**src/rtl/btn_pkg.sv**
```systemverilog
// Shared constants and types for the button scheduler.
// The optional auto-repeat feature is enabled with BTN_SCHED_REPEAT_EN.
package btn_pkg;

    typedef enum logic [0:0] {
        ST_IDLE = 1'b0,
        ST_SCAN = 1'b1
    } state_e;

    localparam int DEF_TICK_DIV   = 400000;
    localparam int DEF_STABLE_CNT = 3;

    // Auto-repeat timing, in sample ticks: first repeat, then the period.
    localparam int REP_FIRST = 125;
    localparam int REP_NEXT  = 25;
    localparam int REP_W     = 7;

endpackage

```
**src/rtl/btn_sched_if.sv**
```systemverilog
// Press-event handshake between the scheduler (master) and its consumer.
interface btn_sched_if #(
    parameter int NUM_BTN = 4,
    parameter int ID_W    = $clog2(NUM_BTN)
);
    logic            evt_valid;
    logic [ID_W-1:0] evt_id;
    logic            evt_ready;
    logic            evt_drop;

    modport master (output evt_valid, output evt_id, output evt_drop, input evt_ready);
    modport slave  (input evt_valid, input evt_id, input evt_drop, output evt_ready);
endinterface

```
**src/rtl/btn_sched_rr_pick.sv**
```systemverilog
// Round-robin picker: first set request strictly after 'last', wrapping.
module rr_pick #(
    parameter int N = 4,
    parameter int W = $clog2(N)
) (
    input  logic [N-1:0] req,
    input  logic [W-1:0] last,
    output logic [W-1:0] idx,
    output logic         valid
);
    logic hit;

    // Scan requests starting just after the last grant; keep the first hit.
    always_comb begin
        idx   = '0;
        valid = 1'b0;
        hit   = 1'b0;
        for (int k = 1; k <= N; k++) begin
            hit   = !valid && req[(int'(last) + k) % N];
            idx   = hit ? W'((int'(last) + k) % N) : idx;
            valid = valid | hit;
        end
    end
endmodule

```
**src/rtl/btn_sched.sv**
```systemverilog
// Debounced multi-button sampler with round-robin press-event delivery.
// Define BTN_SCHED_REPEAT_EN to add auto-repeat for held buttons.
module btn_sched
    import btn_pkg::*;
#(
    parameter int NUM_BTN    = 4,
    parameter int TICK_DIV   = DEF_TICK_DIV,
    parameter int STABLE_CNT = DEF_STABLE_CNT
) (
    input  logic               clk,
    input  logic               rst_n,
    input  logic [NUM_BTN-1:0] btn,
    output logic [NUM_BTN-1:0] level,
    output logic               busy,
    btn_sched_if.master        evt
);
    localparam int ID_W  = $clog2(NUM_BTN);
    localparam int DIV_W = $clog2(TICK_DIV);
    localparam int CNT_W = $clog2(STABLE_CNT + 1);

    logic [NUM_BTN-1:0] sync1_q, sync2_q;
    logic [DIV_W-1:0]   div_q, div_d;
    state_e             state_q, state_d;
    logic [ID_W-1:0]    chan_q, chan_d;
    logic [CNT_W-1:0]   cnt_q [NUM_BTN];
    logic [CNT_W-1:0]   cnt_d [NUM_BTN];
    logic [NUM_BTN-1:0] level_q, level_d;
    logic [NUM_BTN-1:0] pend_q, pend_d;
    logic               drop_q, drop_d;
    logic               valid_q, valid_d;
    logic [ID_W-1:0]    id_q, id_d;
    logic [ID_W-1:0]    last_q, last_d;
`ifdef BTN_SCHED_REPEAT_EN
    logic [REP_W-1:0]   rep_q [NUM_BTN];
    logic [REP_W-1:0]   rep_d [NUM_BTN];
`endif

    logic               tick_s, fire_s;
    logic [NUM_BTN-1:0] visit_s, press_s, clr_s;
    logic [ID_W-1:0]    pick_idx_s;
    logic               pick_vld_s;

    assign tick_s        = (div_q == DIV_W'(TICK_DIV - 1));
    assign level         = level_q;
    assign busy          = (state_q == ST_SCAN);
    assign evt.evt_valid = valid_q;
    assign evt.evt_id    = id_q;
    assign evt.evt_drop  = drop_q;

    // Tick divider and scan FSM next-state: one channel visited per cycle.
    always_comb begin
        div_d   = tick_s ? '0 : div_q + DIV_W'(1);
        state_d = state_q;
        chan_d  = chan_q;
        case (state_q)
            ST_IDLE: begin
                if (tick_s) begin
                    state_d = ST_SCAN;
                    chan_d  = '0;
                end else begin
                    state_d = ST_IDLE;
                end
            end
            ST_SCAN: begin
                if (chan_q == ID_W'(NUM_BTN - 1)) begin
                    state_d = ST_IDLE;
                    chan_d  = '0;
                end else begin
                    chan_d = chan_q + ID_W'(1);
                end
            end
            default: begin
                state_d = ST_IDLE;
                chan_d  = '0;
            end
        endcase
    end

    // Per-channel debounce on visit; a 0->1 level flip (or repeat) is a press.
    always_comb begin
        level_d = level_q;
        cnt_d   = cnt_q;
        press_s = '0;
        visit_s = '0;
        for (int i = 0; i < NUM_BTN; i++) begin
            visit_s[i] = (state_q == ST_SCAN) && (chan_q == ID_W'(i));
            if (visit_s[i]) begin
                if (sync2_q[i] != level_q[i]) begin
                    if (cnt_q[i] == CNT_W'(STABLE_CNT - 1)) begin
                        level_d[i] = ~level_q[i];
                        cnt_d[i]   = '0;
                        press_s[i] = ~level_q[i];
                    end else begin
                        cnt_d[i] = cnt_q[i] + CNT_W'(1);
                    end
                end else begin
                    cnt_d[i] = '0;
                end
            end else begin
                cnt_d[i] = cnt_q[i];
            end
        end
`ifdef BTN_SCHED_REPEAT_EN
        rep_d = rep_q;
        for (int i = 0; i < NUM_BTN; i++) begin
            if (visit_s[i] && level_q[i] && level_d[i]) begin
                if (rep_q[i] == REP_W'(REP_FIRST - 1)) begin
                    rep_d[i]   = REP_W'(REP_FIRST - REP_NEXT);
                    press_s[i] = 1'b1;
                end else begin
                    rep_d[i] = rep_q[i] + REP_W'(1);
                end
            end else if (!level_d[i]) begin
                rep_d[i] = '0;
            end else begin
                rep_d[i] = rep_q[i];
            end
        end
`endif
    end

    // Pending flags: handshake clears, presses set; a press on a still-set flag is lost.
    always_comb begin
        fire_s    = valid_q & evt.evt_ready;
        clr_s     = '0;
        clr_s[id_q] = fire_s;
        pend_d    = (pend_q & ~clr_s) | press_s;
        drop_d    = drop_q | (|(press_s & pend_q & ~clr_s));
        last_d    = fire_s ? id_q : last_q;
    end

    rr_pick #(.N(NUM_BTN), .W(ID_W)) u_rr_pick (
        .req   (pend_d),
        .last  (last_d),
        .idx   (pick_idx_s),
        .valid (pick_vld_s)
    );

    // Offered event is frozen while stalled, otherwise re-picked from next pending.
    always_comb begin
        if (valid_q && !fire_s) begin
            valid_d = valid_q;
            id_d    = id_q;
        end else begin
            valid_d = pick_vld_s;
            id_d    = pick_idx_s;
        end
    end

    // State registers with synchronous active-low reset.
    always_ff @(posedge clk) begin
        if (!rst_n) begin
            sync1_q <= '0;
            sync2_q <= '0;
            div_q   <= '0;
            state_q <= ST_IDLE;
            chan_q  <= '0;
            level_q <= '0;
            pend_q  <= '0;
            drop_q  <= 1'b0;
            valid_q <= 1'b0;
            id_q    <= '0;
            last_q  <= ID_W'(NUM_BTN - 1);
            for (int i = 0; i < NUM_BTN; i++) begin
                cnt_q[i] <= '0;
`ifdef BTN_SCHED_REPEAT_EN
                rep_q[i] <= '0;
`endif
            end
        end else begin
            sync1_q <= btn;
            sync2_q <= sync1_q;
            div_q   <= div_d;
            state_q <= state_d;
            chan_q  <= chan_d;
            level_q <= level_d;
            pend_q  <= pend_d;
            drop_q  <= drop_d;
            valid_q <= valid_d;
            id_q    <= id_d;
            last_q  <= last_d;
            cnt_q   <= cnt_d;
`ifdef BTN_SCHED_REPEAT_EN
            rep_q   <= rep_d;
`endif
        end
    end
endmodule

```
**src/flat_wrapper.sv**
```systemverilog
// flat-port wrapper written by rule: the top's interface ports become plain ports
module btn_sched_flat import btn_pkg::*;
#(
    parameter int NUM_BTN    = 4,
    parameter int TICK_DIV   = DEF_TICK_DIV,
    parameter int STABLE_CNT = DEF_STABLE_CNT
)
  (clk, rst_n, btn, level, busy, evt_evt_valid, evt_evt_id, evt_evt_drop, evt_evt_ready);
  btn_sched_if #(.NUM_BTN(NUM_BTN)) evt_i ();
  input  logic clk;
  input  logic rst_n;
  input  logic [NUM_BTN-1:0] btn;
  output logic [NUM_BTN-1:0] level;
  output logic busy;
  output wire logic [$bits(evt_i.evt_valid)-1:0] evt_evt_valid;
  output wire logic [$bits(evt_i.evt_id)-1:0] evt_evt_id;
  output wire logic [$bits(evt_i.evt_drop)-1:0] evt_evt_drop;
  input wire logic [$bits(evt_i.evt_ready)-1:0] evt_evt_ready;
  assign evt_evt_valid = evt_i.evt_valid;
  assign evt_evt_id = evt_i.evt_id;
  assign evt_evt_drop = evt_i.evt_drop;
  assign evt_i.evt_ready = evt_evt_ready;
  btn_sched #(.NUM_BTN(NUM_BTN), .TICK_DIV(TICK_DIV), .STABLE_CNT(STABLE_CNT)) u_core (.clk(clk), .rst_n(rst_n), .btn(btn), .level(level), .busy(busy), .evt(evt_i));
endmodule
```
**config.mk**
```make
export PLATFORM = sky130hd
export DESIGN_NAME = btn_sched_flat
export DESIGN_NICKNAME = d
export VERILOG_FILES = /design/src/rtl/btn_pkg.sv /design/src/rtl/btn_sched_if.sv /design/src/rtl/btn_sched_rr_pick.sv /design/src/rtl/btn_sched.sv /design/src/flat_wrapper.sv
export SDC_FILE = /design/constraint.sdc
export NUM_CORES = 1
export LEC_CHECK = 0
export ABC_CLOCK_PERIOD_IN_PS = 2250
export CORE_MARGIN = 2
export CORE_UTILIZATION = 52
export CTS_CLUSTER_SIZE = 12
export DETAILED_ROUTE_END_ITERATION = 10
export HOLD_SLACK_MARGIN = 0.02
export PLACE_DENSITY = 0.82
export SLEW_MARGIN = 20
export SYNTH_ARGS = -nofsm -noshare
export SYNTH_HDL_FRONTEND = slang
export SYNTH_SLANG_ARGS = --single-unit
```
**constraint.sdc**
```tcl
create_clock -name clk -period 2.25 [get_ports clk]
set_clock_uncertainty 0.2 [all_clocks]
set_input_delay 0.675 -clock clk [delete_from_list [all_inputs] [get_ports clk]]
set_output_delay 0.675 -clock clk [all_outputs]
set_load 0.05 [all_outputs]
```
==> impl_metrics.env <==
export IMPL_cts_tree="built"
export IMPL_seq_area_frac_synth_pct=42.43
export IMPL_p_switching_uw=334.7
export IMPL_cts_buffer_depth=2
export IMPL_power_density_nw_per_um2=566.4
export IMPL_synthCells=259
export IMPL_synth_top_family_by_area="simple AND/OR/NAND/NOR gates"
export IMPL_numPlacedInstances=335
export IMPL_crit_buf_inv=2
export IMPL_p_clk_share_pct=39.0
export IMPL_muxShareOfSynthArea_pct=4.997
export IMPL_grt_remaining_overflow=0
export IMPL_htreeDepth=2
export IMPL_grt_pass1_vias=1821
export IMPL_die_area_sq_um=5284
export IMPL_place_port_buffers=15
export IMPL_synth_area_sq_um=2454
export IMPL_setup_violations=0
export IMPL_critical_path_class="flop to flop"
export IMPL_cap_violations=0
export IMPL_first_pass_iters=4
export IMPL_fillers=366
export IMPL_p_leak_uw=0.001108
export IMPL_start_util_pct=55.21
export IMPL_totalWireLength_mm=4.418
export IMPL_clk_pin_slew_ps=100
export IMPL_internal_power_uw=1298
export IMPL_final_common_cell="dfxtp_1"
export IMPL_gp_congestion=0.8050
export IMPL_yosys_area_share_simple_pct=28.10
export IMPL_fin_cells=343
export IMPL_worstPathRequired_ps=2270
export IMPL_drt_iter0_drc=130
export IMPL_wire_per_inst_microns=12.88
export IMPL_dpl_hpwl_mm=3.199
export IMPL_cts_inserted_buffers=5
export IMPL_ir_worst_vdd_uv=412.8
export IMPL_cp_slowest_cell="mux4_2"
export IMPL_die_w_microns=72.69
export IMPL_die_height_microns=72.69
export IMPL_synth_flop_cell="dfxtp_1"
export IMPL_endpoint_kind="flop"
export IMPL_cp_arrival_ps=2130
export IMPL_rows=24
export IMPL_synth_edf_count=0
export IMPL_p_comb_share_pct=3.5
export IMPL_vias=1863
export IMPL_final_cell_mix="dfxtp_1 (49), buf_4 (27), nor2_1 (21)"
export IMPL_routed_via_density=5.431
export IMPL_fmax_ghz=0.4747
export IMPL_antenna_found_initial=0
export IMPL_post_cts_setup_buffer_count=0
export IMPL_path_cells="inv_1, ha_1, and4b_1, a22oi_2, buf_4, mux4_2, a21boi_0"
export IMPL_utilization_pct=64.86
export IMPL_seq_area_sq_um=1045
export IMPL_fin_crit_sh_pct=93.62
export IMPL_ant_nets=0
export IMPL_seq_power_share_pct=57.5
export IMPL_relSlewSlack_pct=77.42
export IMPL_synthAdderAreaFrac_pct=2.550
export IMPL_drive_above_1_share_pct=17.18
export IMPL_multi_input_area_sq_um=1353
export IMPL_synth_compound_area_share_pct=11.32
export IMPL_synth_seq_cells=52
export IMPL_ios=16
export IMPL_drt_drc_violations_left=0
export IMPL_p_sw_share_pct=20.50
export IMPL_crit_path_max_fanout=8
export IMPL_path_delay_family="multiplexers"
export IMPL_hold_viol=0
export IMPL_grtUsageTotal_pct=18.43
export IMPL_drv_slew=0
export IMPL_critPathLaunchType="flop"
export IMPL_coreArea_sq_um=4444
export IMPL_n_antenna_cell=0
export IMPL_netlist_area_leader_share_pct=42.43
export IMPL_cts_sink_count=52
export IMPL_status="finished clean"
export IMPL_synth_nets=271
export IMPL_ys_types=45
export IMPL_worstSkewPairLatency_ps=300
export IMPL_yosys_area_top_type="dfxtp_1"
export IMPL_worstMarginPinSlew_ps=338.6
export IMPL_grt_pass1_wl_mm=7.803
export IMPL_avgSynthCellArea_sq_um=9.473
export IMPL_cts_root_buf="clkbuf_8"
export IMPL_synth_xor_area_share_pct=7.496
export IMPL_async_reset_ff_share_pct=0
export IMPL_cpPeakStageDelay_ps=470
export IMPL_yosys_warnings=0
export IMPL_layout_nets=302
export IMPL_fin_crit_ps=2106
export IMPL_hp_class="flop to flop"
export IMPL_grt_max_degree=18
export IMPL_synth_area_leaders="dfxtp_1 (42%), nor2b_1 (4.8%), xor2_1 (4.3%), mux2i_1 (4.1%), nor2_1 (3.4%)"
export IMPL_syn_to_final_growth_pct=17.49
## power by group through the flow
stage / clock network, uW / logic (uW) / registers [uW]
floorplan: 0 / 37.3 / 959
global route: 695 / 64.5 / 941
finish: 637 / 56.9 / 939
global placement: 0 / 57.9 / 960
CTS: 659 / 57.9 / 939
detailed placement: 0 / 58.1 / 961
## per-stage QoR
| step | setup WS, ps | cell area, sq um | power [uW] | hold slack (ps) | TNS (ps) |
|---|---|---|---|---|---|
| 2_1_floorplan | -6.487 | 2464 | 996.0 | 211.9 | -6.487 |
| 3_3_place_gp | -512.5 | 2766 | 1018 | 214.7 | -1610 |
| 3_5_place_dp | -561.0 | 2766 | 1019 | 218.9 | -2062 |
| 4_1_cts | 45.54 | 2877 | 1656 | 243.3 | 0 |
| 5_1_grt | -20.71 | 2883 | 1700 | 264.0 | -20.71 |
| 6_report | 143.6 | 2883 | 1633 | 236.1 | 0 |
## what timing repair did
action / CTS / global route
pin swaps: 0 / 1
setup endpoints to repair: 3 / 3
gates resized for setup: 1 / 6
hold endpoints to repair: 0 / 0
hold buffers: 0 / 0
## routing by layer
metal  part of all wire [%]  up-vias  track usage [%]  wire length (microns)
met5                      0        -                0                      0
met4                    1.4        0            6.790                     62
met3                    3.1        6            4.558                    135
met2                     48       35            30.71                   2111
met1                     48      850            23.10                   2109
li1                       -      972                -                      -
## final timing paths
path | startpoint | to | slack, ps | cells after the start
max | u_core.chan_q[0] | u_core.evt.evt_valid | 140 | 7
min | u_core.sync1_q[1] | u_core.sync2_q[1] | 240 | 1
max reg2reg | u_core.chan_q[0] | u_core.evt.evt_valid | 140 | 7
min reg2reg | u_core.sync1_q[1] | u_core.sync2_q[1] | 240 | 1
## state kept, by name, summed over array words and instances, names as in the netlist
name and count:
u_core.busy 1, u_core.chan_q 2, u_core.cnt_q 8, u_core.div_q 19, u_core.evt.evt_drop 1, u_core.evt.evt_id 2
u_core.evt.evt_valid 1, u_core.last_q 2, u_core.level 4, u_core.pend_q 4, u_core.sync1_q 4, u_core.sync2_q 4
## worst reg2reg max path: stages (launching register included)
cell and delay (ps):
dfxtp_2 350, inv_1 100, ha_1 200, and4b_1 240, a22oi_2 80, buf_4 170
mux4_2 480, a21boi_0 190
## layout make-up
cell class	count	share of cell area [%]
timing repair buffer	35	10.33
clock inverter	2	1.345
sequential	52	36.24
multi-input combinational	193	46.92
tap	52	2.257
inverter	3	0.3906
clock buffer	6	2.517
## cells in the mapped netlist (all sizes together) (2+ instances only)
| cell type | number |
|---|---|
| a21bo | 2 |
| a21boi | 4 |
| a21oi | 3 |
| a22oi | 6 |
| a2bb2oi | 2 |
| and2 | 13 |
| and3 | 5 |
| and4 | 5 |
| and4b | 2 |
| buf | 6 |
| clkbuf | 5 |
| dfxtp | 52 |
| ha | 5 |
| inv | 3 |
| mux2i | 10 |
| nand2 | 16 |
| nand2b | 5 |
| nand3 | 12 |
| nand4 | 7 |
| nand4b | 4 |
| nor2 | 22 |
| nor2b | 19 |
| nor3 | 4 |
| nor3b | 2 |
| o211a | 2 |
| o21bai | 3 |
| o22ai | 2 |
| o31a | 2 |
| o31ai | 3 |
| or3 | 3 |
| xnor2 | 9 |
| xor2 | 12 |
## cells by family (layout without fill, tap and decap cells)
kind of cell | Yosys count | in the layout
and+or+nand+nor | 122 | 122
DFF | 52 | 52
AOI/OAI and AO/OA | 34 | 34
xor gates and xnor gates | 21 | 21
buffers and inverters | 14 | 46
muxes | 11 | 11
adders and majority gates | 5 | 5
Power figures use the tool's default switching activity.
